<file path="config.mk">
export PLATFORM = sky130hd
export DESIGN_NAME = dac_tdm_tx
export DESIGN_NICKNAME = d
export VERILOG_FILES = /design/src/rtl/dac_pkg.sv /design/src/rtl/dac_bck_gen.sv /design/src/rtl/dac_tdm_tx.sv
export SDC_FILE = /design/constraint.sdc
export NUM_CORES = 1
export LEC_CHECK = 0
export BUFFER_PORTS_ARGS = -buffer_cell sky130_fd_sc_hd__buf_2
export CAP_MARGIN = 20
export CORE_MARGIN = 10
export CORE_UTILIZATION = 51
export DETAILED_ROUTE_END_ITERATION = 7
export GPL_TIMING_DRIVEN = 0
export PLACE_DENSITY_LB_ADDON = 0.2
export SLEW_MARGIN = 20
export SYNTH_ARGS = -nofsm -noshare
export SYNTH_HDL_FRONTEND = slang
export SYNTH_SLANG_ARGS = --single-unit
</file>
<file path="constraint.sdc">
create_clock -name clk -period 1.82 [get_ports clk]
set_input_delay 0.364 -clock clk [delete_from_list [all_inputs] [get_ports clk]]
set_output_delay 0.364 -clock clk [all_outputs]
set_load 0.02 [all_outputs]
</file>
<file path="src/rtl/dac_pkg.sv">
// Shared constants and helpers for the serial DAC transmitter.
package dac_pkg;

    localparam int unsigned MODE_I2S = 0;
    localparam int unsigned MODE_LJ  = 1;

    function automatic int unsigned frame_bits(input int unsigned ch, input int unsigned slot_w);
        return ch * slot_w;
    endfunction

endpackage

</file>
<file path="src/rtl/dac_bck_gen.sv">
// Bit-clock divider: toggles bck every BCK_DIV clk cycles and strobes each 1->0 toggle.
module dac_bck_gen #(
    parameter int unsigned BCK_DIV = 1
) (
    input  logic clk,
    input  logic rst,
    output logic bck,
    output logic fall
);

    localparam int unsigned DIV_W = (BCK_DIV > 1) ? $clog2(BCK_DIV) : 1;
    localparam logic [DIV_W-1:0] DIV_LAST = DIV_W'(BCK_DIV - 1);

    logic [DIV_W-1:0] div_cnt;
    logic             tc;

    assign tc   = (div_cnt == DIV_LAST);
    assign fall = tc & bck;

    always_ff @(posedge clk) begin
        if (rst) begin
            div_cnt <= '0;
            bck     <= 1'b0;
        end else if (tc) begin
            div_cnt <= '0;
            bck     <= ~bck;
        end else begin
            div_cnt <= div_cnt + 1'b1;
        end
    end

endmodule

</file>
<file path="src/rtl/dac_tdm_tx.sv">
// Serial DAC transmitter: one-deep holding buffer feeding an I2S/left-justified/TDM shifter.
module dac_tdm_tx
    import dac_pkg::*;
#(
    parameter int unsigned DW            = 16,
    parameter int unsigned CH            = 2,
    parameter int unsigned SLOT_W        = 16,
    parameter int unsigned BCK_DIV       = 1,
    parameter int unsigned MODE          = 0,
    parameter int unsigned UNDERRUN_ZERO = 1
) (
    input  logic            clk,
    input  logic            rst,
    input  logic [CH*DW-1:0] s_data,
    input  logic            s_valid,
    output logic            s_ready,
    output logic            dac_bck,
    output logic            dac_lrck,
    output logic            dac_data,
    output logic            frame_start,
    output logic            underrun
);

    localparam int unsigned FB = frame_bits(CH, SLOT_W);
    localparam int unsigned CW = $clog2(FB);
    localparam logic [CW-1:0] LAST_BIT = CW'(FB - 1);

    logic [CH*DW-1:0] hold_data;
    logic             hold_full;
    logic [FB-1:0]    hold_frame, new_frame, shifter, last_frame, sh_src, sh_next;
    logic [CW-1:0]    bit_cnt, next_bit;
    logic             started, fall, load, xfer, lrck_next, data_next;

    dac_bck_gen #(.BCK_DIV(BCK_DIV)) u_bck (
        .clk  (clk),
        .rst  (rst),
        .bck  (dac_bck),
        .fall (fall)
    );

    for (genvar k = 0; k < CH; k++) begin : g_slot
        assign hold_frame[FB-1-k*SLOT_W -: SLOT_W] = SLOT_W'(hold_data[k*DW +: DW]) << (SLOT_W - DW);
    end

    assign xfer = s_valid & s_ready;
    assign load = fall & (~started | (bit_cnt == LAST_BIT));

    always_comb begin
        next_bit  = '0;
        new_frame = '0;
        lrck_next = 1'b0;
        sh_src    = shifter;
        sh_next   = shifter;
        data_next = 1'b0;

        if (started && bit_cnt != LAST_BIT)
            next_bit = bit_cnt + 1'b1;

        if (hold_full)
            new_frame = hold_frame;
        else if (UNDERRUN_ZERO == 0)
            new_frame = last_frame;

        if (CH == 2)
            lrck_next = (next_bit >= CW'(SLOT_W));
        else if (MODE == MODE_LJ)
            lrck_next = (next_bit == '0);
        else
            lrck_next = (next_bit == LAST_BIT);

        // I2S emits the shifter MSB before loading, so the previous frame's last bit
        // lands in bit 0 of the new frame; LJ emits the freshly loaded MSB directly.
        if (load)
            sh_src = new_frame;
        if (MODE == MODE_LJ) begin
            data_next = sh_src[FB-1];
            sh_next   = sh_src << 1;
        end else begin
            data_next = shifter[FB-1];
            sh_next   = load ? new_frame : (shifter << 1);
        end
    end

    always_ff @(posedge clk) begin
        if (rst) begin
            s_ready     <= 1'b1;
            hold_full   <= 1'b0;
            hold_data   <= '0;
            shifter     <= '0;
            last_frame  <= '0;
            bit_cnt     <= '0;
            started     <= 1'b0;
            dac_lrck    <= 1'b0;
            dac_data    <= 1'b0;
            frame_start <= 1'b0;
            underrun    <= 1'b0;
        end else begin
            frame_start <= 1'b0;
            underrun    <= 1'b0;
            if (xfer)
                hold_data <= s_data;
            if (fall) begin
                started  <= 1'b1;
                bit_cnt  <= next_bit;
                dac_lrck <= lrck_next;
                dac_data <= data_next;
                shifter  <= sh_next;
            end
            if (load) begin
                last_frame  <= new_frame;
                frame_start <= 1'b1;
                underrun    <= ~hold_full;
                hold_full   <= xfer;
                s_ready     <= ~xfer;
            end else if (xfer) begin
                hold_full <= 1'b1;
                s_ready   <= 1'b0;
            end
        end
    end

endmodule

</file>
==> Word-level counts from Yosys, hierarchy flattened <==
Index checks and enable logic that the tools add are counted.
{ "word_totals": {"wordCells": 39, "register_bits": 78, "out_inout_bits": 6} }
{ "op_classes": {"n_bitwise": 10, "mux": 8, "eq_ne": 2, "magnitude_cmp": 1, "reduce_logical": 4, "add_sub_neg": 2} }
{ "ops": {"columns": ["cell", "count"], "rows": [
  ["two-way mux 32 bit", 2],
  ["inverter 1 bit", 6],
  ["adder 5 x 1 -> 5 bit, second input constant", 1],
  ["== test 5 bit, second input constant", 1],
  ["greater-or-equal comparator 5 bit, second input constant", 1],
  ["two-way mux 1 bit", 5],
  ["two-way mux 5 bit", 1],
  ["!= test 5 bit, second input constant", 1],
  ["OR reduction 2 bit", 2],
  ["bitwise AND 1 bit", 3],
  ["nonzero test 2 bit", 1],
  ["adder 1 bit, second input constant", 1],
  ["logical AND 1 bit", 1],
  ["OR 1 bit", 1]
]} }

==> Depth between registers and ports, before layout <==
Gate-level depths: netlist (run 1).
{ "depth": {"depth_word": 5, "ltp_mapped": 7, "ltp_nobuf": 6} }

==> Modules after synthesis <==
Synthesis (run 1) repeated with hierarchy kept, for this count alone.
{ "unflattened": {"cells_unflattened": 376, "hier_area_um2": 3026.7} }
{ "modules_own_cells": {"columns": ["module", "cells_each", "n_inst", "area_per_inst_um2"], "rows": [
  ["dac_tdm_tx", 370, 1, 2952.8],
  ["dac_bck_gen", 6, 1, 73.8]
]} }

==> Least setup slack after synthesis (run 1) <==
OpenSTA, ideal clock, no wires.
{ "synth_timing": {"path_type": "register to register", "from": "register bit_cnt[0]", "to": "register bit_cnt[3]", "t_arrival_ns": 1.797, "path_stages_with_launch": 8, "path_buffers": 1, "slack_ns": -0.051, "path_cell_list": "dfxtp_1 ha_1 and3_1 ha_1 nand2b_4 buf_6 or4_4 a31oi_2"} }
{ "synth_between": {"elab_chain_cells": 3} }
{ "synth_rtl": {"columns": ["item", "line_no", "source"], "rows": [
  ["start, declared", "dac_tdm_tx.sv:31", "logic [CW-1:0] bit_cnt, next_bit;"],
  ["start signal, assigned", "dac_tdm_tx.sv:104", "bit_cnt <= next_bit;"],
  ["parallel branches: the longest is 2 deep, another holds adder 5 x 1 -> 5 bit", null, null],
  ["two-way mux 5 bit (*)", "dac_tdm_tx.sv:56", "if (started && bit_cnt != LAST_BIT)"]
]} }
Every way passes the cells marked *.
A chain may end at the register's enable or synchronous reset.

==> Final worst setup path (run 1) <==
{ "layout_timing": {"from": "register bit_cnt[1]", "to": "register bit_cnt[3]"} }
The elaborated chain is that of the path after synthesis.

==> results of run 1 <==
-- worst max-delay path by stage --
stage               slack (ns)  depth (start not counted)                       end               startpoint
finish                    0.05                          6   bit_cnt[3]$_SDFFE_PP0P_  bit_cnt[1]$_SDFFE_PP0P_
global route           -0.0002                          6   bit_cnt[3]$_SDFFE_PP0P_  bit_cnt[1]$_SDFFE_PP0P_
CTS                       0.02                          7   bit_cnt[3]$_SDFFE_PP0P_  bit_cnt[1]$_SDFFE_PP0P_
detailed placement       -0.08                          7  shifter[19]$_SDFFE_PP0P_  bit_cnt[0]$_SDFFE_PP0P_
global placement         -0.09                          7  shifter[26]$_SDFFE_PP0P_  bit_cnt[0]$_SDFFE_PP0P_
floorplan                 0.02                          7   bit_cnt[3]$_SDFFE_PP0P_  bit_cnt[0]$_SDFFE_PP0P_
-- tightest hold or removal path, cell delays in order --
cell and delay (ns):
buf_2 0.09, nand2_1 0.04, a21oi_1 0.05
-- metrics by stage --
stage	power [W]	hold slack, ns	instances	setup slack [ns]	area, um2
3_5_place_dp	0.00211	0.450	430	-0.0800	3280
5_1_grt	0.00352	0.229	452	-0.000187	3560
3_3_place_gp	0.00210	0.443	430	-0.0922	3280
2_1_floorplan	0.00201	0.427	318	0.0166	2990
4_1_cts	0.00340	0.230	450	0.0156	3530
6_report	0.00337	0.239	452	0.0462	3560
-- power groups by stage --
stage          logic, W  registers, W  clock network (W)
2_1_floorplan  0.000182       0.00182                  0
3_3_place_gp   0.000278       0.00182                  0
3_5_place_dp   0.000285       0.00183                  0
4_1_cts        0.000291       0.00179            0.00132
5_1_grt        0.000324       0.00179            0.00140
6_report       0.000288       0.00179            0.00129
-- synthesized netlist by cell type (all sizes together) (2+ instances only) --
library cell	instances	area, um2
dfxtp	77	1540
a311oi	7	61.3
nor3b	25	188
a221o	24	240
clkbuf	5	18.8
nand2	76	285
nand3	9	45.0
buf	23	149
nor2b	2	20.0
o21ai	2	10.0
nor2	10	37.5
nor3	3	26.3
a22o	3	26.3
ha	2	25.0
a21oi	37	185
nand2b	2	27.5
-- per-layer routing --
layer	track usage [%]	vias up	share of wire (%)
met1	20.0	1137	46
met5	0	-	0
met3	5.47	8	6.0
met4	4.84	0	1.0
met2	24.4	54	47
li1	-	1239	-
-- timing repair --
| action | CTS | global route |
|---|---|---|
| gates cloned | 0 | 0 |
| gates resized for setup | 4 | 3 |
| pin swaps | 1 | 3 |
| setup buffers | 4 | 3 |
| setup endpoints to repair | 24 | 27 |
-- sequential cells by signal, summed over array words and instances, names as in the netlist --
register / cells
shifter: 32
started: 1
hold_data: 32
frame_start: 1
s_ready: 1
u_bck.div_cnt: 1
dac_lrck: 1
bit_cnt: 4
hold_full: 1
dac_data: 1
underrun: 1
u_bck.bck: 1
-- cells by family after synthesis --
kind of cell	Yosys count	share of synthesized area, %
fa+ha+maj	2	0.837
flops	77	51.6
compound gates	75	18.2
simple gates	135	23.7
other cells	1	0.126
buf+inv	28	5.61
-- cell usage in the layout, fill, tap and decap left out, types with 7 or more instances in the layout --
cell and count:
buf_4 7, a221o_1 24, nor3b_1 25, buf_2 53, dfxtp_1 75, clkbuf_8 10
a21oi_1 37, a311oi_1 7, nand2_1 76, nand3_1 9, nor2_1 10
-- final cells by class --
type	instances	area, um2	share of cell area, %
flip-flops and latches	77	1550	43.5
multi-input cells	213	1310	36.8
repair buffers	47	253	7.11
plain buffers	27	159	4.47
clock buffers	10	138	3.87
well taps	72	90.1	2.53
clock inverters	6	62.6	1.76
==> metrics.cfg, run 1 <==
[status]
outcome=completed

[power_and_ir_drop]
power_density_mw_per_mm2=947
p_leak_nw=1.38
sequentialPowerShare_pct=53.0
p_int_w=0.00253
combinationalPowerShare_pct=8.5
p_sw_share_pct=25.0
power.clock.fraction_pct=38.4
peakVddDrop_v=0.000645
switching_power_w=0.000841

[place]
io_buffers=40
hpwl_mm=4.66
gp_congestion=0.781

[clocking]
cts_max_level=3
cts_buffers=9
clk-insertion-delay-late_ns=0.35
cts-root-buf=clkbuf_8
holdBufCountCts=0
clock-sinks=77
clk_pin_slew_ns=0.08
clock_path_buffers=2
cts_tree=done

[route]
dr.pass1.iters=4
wire_per_inst_um=15.2
drt-initial-drc-count=127
via_per_inst=5.39
drc=0
routed_wl_mm=6.87
dr_total_vias=2438
ant_nets=0

[cells_and_area]
post-route-util_pct=63.4
n_antenna_cell=0
syn_to_final_growth_pct=19.1
nFillCells=505
drive_above_1_share_pct=25.0
layout.nets=412

[hold_path]
worstHoldPathCells=3
worstHoldStart=s_data[9]
hold_class=input port to register
hold_path_end=hold_data[9]$_SDFFE_PP0P_

[worst_setup_path]
r2r_start=bit_cnt[1]$_SDFFE_PP0P_
endpoint_kind=register
path_common_cell=ha_4
reg2regPathDepth=6
worstPathArrival_ns=2.05
crit_fanout=5
cpPeakStageDelay_ns=0.48
r2r_slack_ns=0.05
startpoint_type=register
crit_path_top_delay_cell=or4_4
r2r_end=bit_cnt[3]$_SDFFE_PP0P_
crit_type=register to register
path_buf_inv=0
crit_family=simple AND/OR/NAND/NOR gates
crit_chain=ha_4, and3_4, ha_4, nand2b_4, or4_4, a31oi_2
cp.required_ns=2.10

[timing]
max_slew_margin_pct=64.0
final_hold_viol_count=0
drv_slew=0
setup_viol=0
tightest_slew_ns=0.539
max_freq_mhz=564
period_minus_slack_ns=1.77
setup_tns_ns=0
fin_skew_ns=0.00716
fin_crit_sh_pct=97.5

[global_routing]
overflow=0
grt_pass1_wl_mm=11.5
grt_pass1_vias=2378
antenna_found_initial=0
grt_max_degree=14
track_usage_pct=15.7

[synth]
synthFlopType=dfxtp_1
synth_seq_cells=77
syn_inst=318
async_reset_ff_share_pct=0
yosysSeqAreaShare_pct=51.6
synth_area_mm2=0.00299
synth-edff-count=0
synth_warnings=0
synth_cell_types=31
avgSynthCellArea_um2=9.40
synth_nets=355

[floorplanning]
die_height_um=96.5
core_mm2=0.00561
fp.dieW_um=96.5
placementRows=27
die_area_mm2=0.00932
initial_core_util_pct=53.3
io_pins=41

[job]
cap_violations=0

Power figures use the tool's default switching activity.
==> run 2: changes to the inputs <==
Settings changed: GPL_TIMING_DRIVEN 0 to unset.
==> metrics.cfg, run 2 (synthesis gave the netlist of run 1 again) <==
[status]
outcome=completed

[route]
wire_per_inst_um=14.3  ; -6.1%
ant_nets=0  ; unchanged
via_per_inst=5.38  ; -0.18%
routed_wl_mm=6.17  ; -10%
drc=0  ; unchanged
dr_total_vias=2326  ; -4.6%
drt-initial-drc-count=93  ; -27%
dr.pass1.iters=4  ; unchanged

[power_and_ir_drop]
p_leak_nw=1.33  ; -3.6%
p_int_w=0.00252  ; about the same
finalPower_w=0.00330  ; -1.9%
switching_power_w=0.000779  ; -7.4%
power_density_mw_per_mm2=951  ; +0.42%
peakVddDrop_v=0.000745  ; +16%
sequentialPowerShare_pct=54.3  ; +1.3 points
p_sw_share_pct=23.6  ; -1.4 points
power.clock.fraction_pct=37.5  ; -0.9 points
combinationalPowerShare_pct=8.2  ; -0.3 points

[cells_and_area]
n_antenna_cell=0  ; unchanged
drive_above_1_share_pct=22.5  ; -2.5 points
layout.nets=392  ; -4.9%
final_common_cell=dfxtp_1
syn_to_final_growth_pct=16.3
nFillCells=504  ; -0.20%
final-seq-area_mm2=0.00154  ; -0.32%
final_cells=432  ; -4.4%
final_cell_mix=dfxtp_1 (77), nand2_1 (76), buf_2 (40), a21oi_1 (37), nor3b_1 (25)
post-route-util_pct=62.0  ; -1.5 points
top_regs=hold_data (32), shifter (32), bit_cnt (4)
multi_input_area_mm2=0.00130  ; -0.57%

[floorplanning]
placementRows=27  ; unchanged
core_mm2=0.00561  ; unchanged
io_pins=41  ; unchanged
die_height_um=96.5  ; unchanged
die_area_mm2=0.00932  ; unchanged
initial_core_util_pct=53.3  ; unchanged
fp.dieW_um=96.5  ; unchanged

[clocking]
clock_path_buffers=2  ; unchanged
cts_max_level=3  ; unchanged
cts_tree=done
cts_buffers=9  ; unchanged
clock-sinks=77  ; unchanged
clk_pin_slew_ns=0.07  ; about the same
clk-insertion-delay-late_ns=0.34  ; about the same
holdBufCountCts=0  ; unchanged
cts-root-buf=clkbuf_8

[timing]
period_minus_slack_ns=1.74  ; -0.0301 ns
max_freq_mhz=573  ; +1.7%
fin_crit_sh_pct=95.8  ; -1.7 points
setup_tns_ns=0  ; unchanged
rsz0062_at_grt=false
drv_slew=0  ; unchanged
final_hold_viol_count=0  ; unchanged
setup_viol=0  ; unchanged
fin_skew_ns=0.00543  ; -0.00173 ns
post-route-worst-setup-slack_ns=0.0762  ; +0.0301 ns

[worst_setup_path]
endpoint_kind=register
startpoint=bit_cnt[1]$_SDFFE_PP0P_
cp.required_ns=2.09  ; about the same
cpPeakStageDelay_ns=0.49  ; about the same
crit_path_top_delay_cell=or4_4
startpoint_type=register
worstPathArrival_ns=2.01  ; -0.04 ns
crit_chain=ha_2, and3_4, ha_4, nand2b_4, or4_4, a31oi_2
crit_fanout=7  ; +2
crit_type=register to register
r2r_start=bit_cnt[1]$_SDFFE_PP0P_

[global_routing]
grt_most_used_layer=met2
met3_usage_pct=5.47  ; unchanged
met1_usage_pct=18.0  ; -2.0 points
globalRouteMet2Util_pct=21.0  ; -3.4 points
overflow=0  ; unchanged
grt_max_degree=45  ; +31
antenna_found_initial=0  ; unchanged
grt_pass1_wl_mm=10.3  ; -11%
track_usage_pct=13.9  ; -1.8 points
grt_pass1_vias=2158  ; -9.3%

[hold_path]
worstHoldStart=s_data[25]
hold_class=input port to register

[place]
gp_congestion=0.738  ; -5.5%
place_inst=415  ; -3.5%
place_ws_ns=0.0295  ; +0.109 ns
hpwl_mm=4.08  ; -12%
io_buffers=40  ; unchanged

[job]
cap_violations=0  ; unchanged

run 2: changes by cell type in the layout (fill, tap and decap cells not counted), sizes merged:
cell,change
clkbuf,-5
clkinvlp,-3
clkinv,+2
buf,-14
run 2: worst max-delay path: cells and delay by family, from the launching register on:
| kind | cells | cell delay [ns] |
|---|---|---|
| simple gates | 3 | 0.84 |
| compound gates | 1 | 0.13 |
| flops | 1 | 0.34 |
| fa+ha+maj | 2 | 0.36 |
run 2: area by class of cell:
class / count / area share, %
flip-flops and latches: 77 / 44.4
repair buffers: 54 / 10.1
well taps: 72 / 2.59
clock buffers: 11 / 4.07
multi-input cells: 213 / 37.5
clock inverters: 5 / 1.44
run 2: worst paths after layout:
kind	slack, ns	end	cells after the start
max	0.08	bit_cnt[3]$_SDFFE_PP0P_	6
min	0.25	hold_data[25]$_SDFFE_PP0P_	3
max reg2reg	0.08	bit_cnt[3]$_SDFFE_PP0P_	6
min reg2reg	0.46	hold_data[17]$_SDFFE_PP0P_	2
run 2: through the flow:
| stage | hold slack, ns | instance area [um2] |
|---|---|---|
| after detailed placement | 0.449 | 3250 |
| after global routing | 0.239 | 3470 |
| after global placement | 0.443 | 3250 |
| after CTS | 0.237 | 3440 |
| after floorplan | 0.427 | 2990 |
| final | 0.252 | 3470 |
run 2: metal layers:
| metal | up-vias | wire, um |
|---|---|---|
| li1 | 1201 | - |
| met1 | 1075 | 2900 |
| met2 | 45 | 2820 |
| met3 | 5 | 401 |
| met4 | 0 | 42 |
| met5 | - | 0 |
run 2: repair_timing:
item | 4_1_cts | 5_1_grt
buffers inserted | 0 | 1
endpoints found under the setup margin | 0 | 30
gates resized for setup | 0 | 4
run 2: power groups by stage:
| stage | registers, W | logic, W | clock network, W |
|---|---|---|---|
| after floorplan | 0.00182 | 0.000182 | 0 |
| after global placement | 0.00183 | 0.000267 | 0 |
| after detailed placement | 0.00183 | 0.000272 | 0 |
| after CTS | 0.00179 | 0.000272 | 0.00128 |
| after global routing | 0.00180 | 0.000306 | 0.00136 |
| final | 0.00179 | 0.000270 | 0.00124 |
